### config.mk
export PLATFORM = sky130hd
export DESIGN_NAME = display_timing
export DESIGN_NICKNAME = d
export VERILOG_FILES = /design/src/rtl/display_timing.sv
export SDC_FILE = /design/constraint.sdc
export NUM_CORES = 1
export LEC_CHECK = 0
export ABC_AREA = 1
export BUFFER_PORTS_ARGS = -buffer_cell sky130_fd_sc_hd__buf_2
export CORE_UTILIZATION = 55
export CTS_BUF_LIST = sky130_fd_sc_hd__clkbuf_16
export CTS_CLUSTER_DIAMETER = 120
export DETAILED_ROUTE_END_ITERATION = 10
export PLACE_DENSITY = 0.76
export SKIP_CTS_REPAIR_TIMING = 1
export SLEW_MARGIN = 10
export SYNTH_ARGS = -nofsm -noshare
export SYNTH_HDL_FRONTEND = slang
export SYNTH_SLANG_ARGS = --single-unit
### constraint.sdc
create_clock -name clk -period 2.6 [get_ports clk]
set_input_delay 0.13 -clock clk [delete_from_list [all_inputs] [get_ports clk]]
set_output_delay 0.13 -clock clk [all_outputs]
set_load 0.05 [all_outputs]
### src/rtl/display_timing.sv
// Raster timing generator: pixel/line counters with registered coordinate, active-area,
// sync and line/frame-start outputs, advanced by a pixel enable.
module display_timing #(
  parameter int   H_ACTIVE = 1280,
  parameter int   H_FP     = 48,
  parameter int   H_SYNC   = 112,
  parameter int   H_BP     = 248,
  parameter int   V_ACTIVE = 1024,
  parameter int   V_FP     = 1,
  parameter int   V_SYNC   = 3,
  parameter int   V_BP     = 38,
  parameter logic SYNC_POL = 1'b0
) (
  input  logic        clk,
  input  logic        reset,
  input  logic        pix_en,
  output logic [10:0] x,
  output logic [9:0]  y,
  output logic        valid,
  output logic        hsync,
  output logic        vsync,
  output logic        line_start,
  output logic        frame_start
);

  localparam int H_TOTAL = H_ACTIVE + H_FP + H_SYNC + H_BP;
  localparam int V_TOTAL = V_ACTIVE + V_FP + V_SYNC + V_BP;

  localparam logic [10:0] H_LAST     = 11'(H_TOTAL - 1);
  localparam logic [10:0] V_LAST     = 11'(V_TOTAL - 1);
  localparam logic [10:0] H_ACT      = 11'(H_ACTIVE);
  localparam logic [10:0] V_ACT      = 11'(V_ACTIVE);
  localparam logic [10:0] H_SYNC_BEG = 11'(H_ACTIVE + H_FP);
  localparam logic [10:0] H_SYNC_END = 11'(H_ACTIVE + H_FP + H_SYNC);
  localparam logic [10:0] V_SYNC_BEG = 11'(V_ACTIVE + V_FP);
  localparam logic [10:0] V_SYNC_END = 11'(V_ACTIVE + V_FP + V_SYNC);

  logic [10:0] h_cnt_q, h_cnt_d;
  logic [10:0] v_cnt_q, v_cnt_d;
  logic [10:0] x_q, x_d;
  logic [9:0]  y_q, y_d;
  logic        valid_q, valid_d;
  logic        hsync_q, hsync_d;
  logic        vsync_q, vsync_d;
  logic        line_start_q, line_start_d;
  logic        frame_start_q, frame_start_d;

  always_comb begin
    h_cnt_d = h_cnt_q;
    v_cnt_d = v_cnt_q;
    if (pix_en) begin
      if (h_cnt_q == H_LAST) begin
        h_cnt_d = '0;
        v_cnt_d = (v_cnt_q == V_LAST) ? '0 : v_cnt_q + 11'd1;
      end else begin
        h_cnt_d = h_cnt_q + 11'd1;
      end
    end

    // Outputs decode the next position so they line up with the counters after the edge;
    // with pix_en low the next position is the current one, so they simply hold.
    valid_d       = (h_cnt_d < H_ACT) && (v_cnt_d < V_ACT);
    x_d           = valid_d ? h_cnt_d : '0;
    y_d           = valid_d ? v_cnt_d[9:0] : '0;
    hsync_d       = ((h_cnt_d >= H_SYNC_BEG) && (h_cnt_d < H_SYNC_END)) ? SYNC_POL : ~SYNC_POL;
    vsync_d       = ((v_cnt_d >= V_SYNC_BEG) && (v_cnt_d < V_SYNC_END)) ? SYNC_POL : ~SYNC_POL;
    line_start_d  = pix_en && (h_cnt_d == '0);
    frame_start_d = line_start_d && (v_cnt_d == '0);
  end

  // Reset parks on the last pixel so the first advance lands on (0,0) with a frame_start.
  always_ff @(posedge clk or posedge reset) begin
    if (reset) begin
      h_cnt_q       <= H_LAST;
      v_cnt_q       <= V_LAST;
      x_q           <= '0;
      y_q           <= '0;
      valid_q       <= 1'b0;
      hsync_q       <= ~SYNC_POL;
      vsync_q       <= ~SYNC_POL;
      line_start_q  <= 1'b0;
      frame_start_q <= 1'b0;
    end else begin
      h_cnt_q       <= h_cnt_d;
      v_cnt_q       <= v_cnt_d;
      x_q           <= x_d;
      y_q           <= y_d;
      valid_q       <= valid_d;
      hsync_q       <= hsync_d;
      vsync_q       <= vsync_d;
      line_start_q  <= line_start_d;
      frame_start_q <= frame_start_d;
    end
  end

  assign x           = x_q;
  assign y           = y_q;
  assign valid       = valid_q;
  assign hsync       = hsync_q;
  assign vsync       = vsync_q;
  assign line_start  = line_start_q;
  assign frame_start = frame_start_q;

endmodule
* After elaboration in Yosys (flattened, before gate mapping)
Cells that the tools add are included.
Word-level totals: bits in read-only memories 0, register bits 48, bits in latches 0, memories kept 0, memory bits (writable) 0
Cells by class: magnitude comparators 6, $add $sub $neg 2, div/mod/pow operators 0, $mul 0, bitwise gates (word level) 0, equality and inequality tests 2, reduce and logical (&&, ||, !) cells 7, muxes and demuxes 9, shift-type cells 0
Operator list (number):
- 2-to-1 mux 11 bit | 6
- < comparator 11 bit (second input constant) | 4
- adder 11 x 1 -> 11 bit (second input constant) | 2
- equality test 11 bit (second input constant) | 2
- >= comparator 11 bit (second input constant) | 2
- logical NOT 11 bit | 2
- 2-to-1 mux 10 bit | 1
- logical AND 1 bit | 5
- 2-to-1 mux 1 bit | 2

* Logic depth before layout (Yosys ltp)
depth after elaboration 7, depth in mapped cells 15, gate-level depth less buffers 13

* Least setup slack after synthesis
OpenSTA, ideal clock, no wires.
kind register to register, start register h_cnt_q[0], end register x_q[9] (netlist: x[9]), data required time 2489 ps, buffers on the path 1, setup time 111 ps, setup slack 673 ps, data arrival time 1817 ps, cell stages (with the launch flop) 14, path through dfstp_2 > ha_1 > nand2_2 > nor2_4 > nand3_2 > nor2_4 > nand3_1 > nand2_1 > nand3b_1 > nand2_1 > buf_6 > inv_4 > nand2_2 > inv_2
On the way: longest elaborated chain between the ends 6, elaborated cells on any way between the ends 10, classes of those cells add/sub (1); order compare (2); eq/ne (1); mux (5); reduce/logical (1)
Ends and longest elaborated chain:
- start, declared | RTL line 38 | logic [10:0] h_cnt_q, h_cnt_d;
- start signal, assigned | RTL line 84 | h_cnt_q <= h_cnt_d;
- adder 11 x 1 -> 11 bit / equality test 11 bit (equally long branches) | RTL line 56, 52
- 2-to-1 mux 11 bit | RTL line 52 | if (h_cnt_q == H_LAST) begin
- 2-to-1 mux 11 bit | RTL line 51 | if (pix_en) begin
- < comparator 11 bit | RTL line 62 | valid_d = (h_cnt_d < H_ACT) && (v_cnt_d < V_ACT);
- logical AND 1 bit (*) | RTL line 62
- named net valid_d | RTL line 42 | logic valid_q, valid_d;
- 2-to-1 mux 11 bit (*) | RTL line 63 | x_d = valid_d ? h_cnt_d : '0;
- named net x_d[9] | RTL line 40 | logic [10:0] x_q, x_d;
- end signal, assigned | RTL line 76 | x_q <= '0;
- end signal, assigned | RTL line 86 | x_q <= x_d;
- end, declared | RTL line 40
The timed path passes the listed nets; every way through them passes the cells marked *.

* Final worst setup path
start register v_cnt_q[0], end register x_q[10] (netlist: x[10])
On the way: longest elaborated chain between the ends 7, elaborated cells on any way between the ends 8, classes of those cells add/sub (1); order compare (1); eq/ne (1); mux (4); reduce/logical (1)
Ends and longest elaborated chain:
- start, declared | RTL line 39 | logic [10:0] v_cnt_q, v_cnt_d;
- start signal, assigned | RTL line 85 | v_cnt_q <= v_cnt_d;
- adder 11 x 1 -> 11 bit / equality test 11 bit (equally long branches) | RTL line 54 | v_cnt_d = (v_cnt_q == V_LAST) ? '0 : v_cnt_q + 11'd1;
- 2-to-1 mux 11 bit | RTL line 54
- 2-to-1 mux 11 bit | RTL line 52
- 2-to-1 mux 11 bit (*) | RTL line 51
- < comparator 11 bit (*) | RTL line 62
- logical AND 1 bit (*) | RTL line 62
- named net valid_d | RTL line 42
- 2-to-1 mux 11 bit (*) | RTL line 63
- named net x_d[10] | RTL line 40
Marked as above.

==> results_dict.tcl <==
set metrics [dict create \
    maxUsedRoutingLayer "met4" \
    core_region_area_sq_mm 0.00438 \
    first_pass_iters 5 \
    place_area_sq_mm 0.00269 \
    status "finished, final reports clean" \
    tritoncts "yes" \
    synth_seq_cells 48 \
    die-area_sq_mm 0.00485 \
    fin_skew_ns 0.00363 \
    synth-edff-count 0 \
    rsz0062_at_grt "false" \
    gr-total-overflow 0 \
    fin_util_pct 64.5 \
    htreeDepth 2 \
    clock_latency_ns 0.29 \
    tns_ns 0 \
    num_rows 24 \
    power.leakage_nw 1.51 \
    antenna_found_initial 0 \
    period_minus_slack_ns 2.22 \
    place.gp.congestion 0.958 \
    wl_mm 5.11 \
    numCtsBuffers 5 \
    hold_viol 0 \
    setup_viol 0 \
    nets 354 \
    async_reset_ff_share_pct 100 \
    cts_max_path_buffers 2 \
    drv_slew 0 \
    power.total_mw 2.64 \
    grt_max_degree 49 \
    yosysMostFrequentCell "nand2_1" \
    diodes 0 \
    crit_required_ns 2.79 \
    die_y_microns 69.6 \
    drive_above_1_share_pct 23.8 \
    syn-cell-area_sq_mm 0.00251 \
    antenna_left 0 \
    worstSetupPathType "register to register" \
    area_delta_synth_final_pct 12.4 \
    drc 0 \
    slew-limit-headroom_pct 36.6 \
    synth.area.top_cells "dfrtp_1 35%, dfstp_2 14%, nand2_1 12%" \
    yosys_warnings 0 \
    p_per_area_mw_per_mm2 933 \
    vias 2107 \
    syn_nets 323 \
    grt_pass1_vias 1963 \
    drt_iter0_drc 169 \
    synthCells 317 \
    synth_seq_area_share_pct 48.4 \
    arrival_ns 2.41 \
    finalInstanceArea_sq_mm 0.00283 \
    tightest_slew_ns 0.950 \
    yosys_most_used_dff "dfrtp_1" \
    avgViaCountPerCell 5.25 \
    clkTransAtPathRegs_ns 0.06 \
    cts-root-buf "clkbuf_16" \
    cp-end-kind "register" \
    synth.distinct_cells 31 \
    detailed_place_hpwl_mm 3.72 \
    synth_common_cells "78 x nand2_1, 51 x nor2_1, 46 x inv_1, 35 x dfrtp_1, 25 x nand3_1" \
    max_clock_freq_ghz 0.449 \
    cts.sinks 48 \
    met2_length_mm 2.46 \
    start_util_pct 57.4 \
    grt_pass1_wl_mm 8.88 \
    cp_max_fo 11 \
    design.portCount 29 \
    synth_area_leader_cell "dfrtp_1" \
    drt-met1-wl_mm 2.31 \
    cp-start-kind "register" \
    hp-class "primary input to async pin" \
    fin_crit_sh_pct 85.6 \
    ir_drop_mv 0.369 \
    syn_area_per_cell_sq_um 7.93 \
    reg2reg_slack_ns 0.38 \
    wl_met3_microns 215 \
    grt_usage_pct 23.3 \
    wire_per_inst_microns 12.7 \
    synth_top_area_share_pct 34.8 \
    portBuffers 28 \
    die_w_microns 69.6 \
    max_cap_violations 0 \
]
==> stage by stage <==
| step | hold slack (ns) | worst slack [ns] | cells |
|---|---|---|---|
| floorplan | 0.390 | 0.673 | 317 |
| global placement | 0.389 | 0.474 | 393 |
| detailed placement | 0.407 | 0.418 | 393 |
| CTS | 0.103 | 0.381 | 401 |
| global route | 0.165 | 0.181 | 401 |
| finish | 0.0418 | 0.375 | 401 |
==> critical path: stages (launching register included) <==
cell and delay (ns):
dfstp_2 0.56, ha_1 0.21, nand3_1 0.14, nor2_1 0.19, nand3_1 0.16, nor2_4 0.15, nand3_1 0.09, nand2_1 0.10
nand3b_1 0.10, nand2_1 0.09, buf_4 0.20, inv_4 0.05, nand2_2 0.05, inv_2 0.03
==> state kept, by name, indices dropped and copies added, names as in the netlist <==
name	flops
valid	1
vsync	1
frame_start	1
line_start	1
y	10
v_cnt_q	11
hsync	1
h_cnt_q	11
x	11
==> cells in the final DEF, fill, tap and decap left out, types with 6 or more instances in the layout <==
| cell | netlist | routed |
|---|---|---|
| buf_2 | 0 | 28 |
| nand3_1 | 25 | 25 |
| nor2_1 | 51 | 51 |
| nand4_1 | 8 | 8 |
| nand2_1 | 78 | 78 |
| dfrtp_1 | 35 | 35 |
| nand2_2 | 6 | 6 |
| dfstp_2 | 13 | 13 |
| inv_2 | 8 | 9 |
| inv_1 | 46 | 47 |
==> area by class of cell <==
type	count	area [sq um]
fill	386	1560
sequential	48	1220
multi-input combinational	208	1040
inverter	55	209
timing repair buffer	30	155
clock buffer	5	125
tap	52	65.1
clock inverter	3	11.3
==> report_power, final <==
group          switching [mW]  total (mW)  internal (mW)
sequential              0.125        1.06          0.939
clock                   0.252       0.598          0.346
combinational           0.733       0.976          0.243
==> kinds of logic after synthesis <==
logic type / after synthesis / synth area share (%)
XOR/XNOR: 2 / 0.697
AND/OR/NAND/NOR: 190 / 36.0
buffers and inverters: 61 / 10.1
adder cells (fa/ha/maj): 3 / 1.49
flip-flops: 48 / 48.4
AO/OA/AOI/OAI: 13 / 3.33
==> metal layers <==
metal	vias up	track usage, %
met5	-	0
met4	0	9.11
met3	15	4.80
met2	53	37.0
met1	1004	31.4
li1	1035	-
==> worst paths after layout <==
check	start	endpoint	cells after the start
setup reg to reg	v_cnt_q[0]	x[10]	13
hold reg to reg	v_cnt_q[10]	v_cnt_q[10]	4
max in group asynchronous	reset	v_cnt_q[8]	2
min in group clk	pix_en	v_cnt_q[8]	4
setup / recovery	v_cnt_q[0]	x[10]	13
hold / removal	reset	x[10]	2
Power figures use the tool's default switching activity.
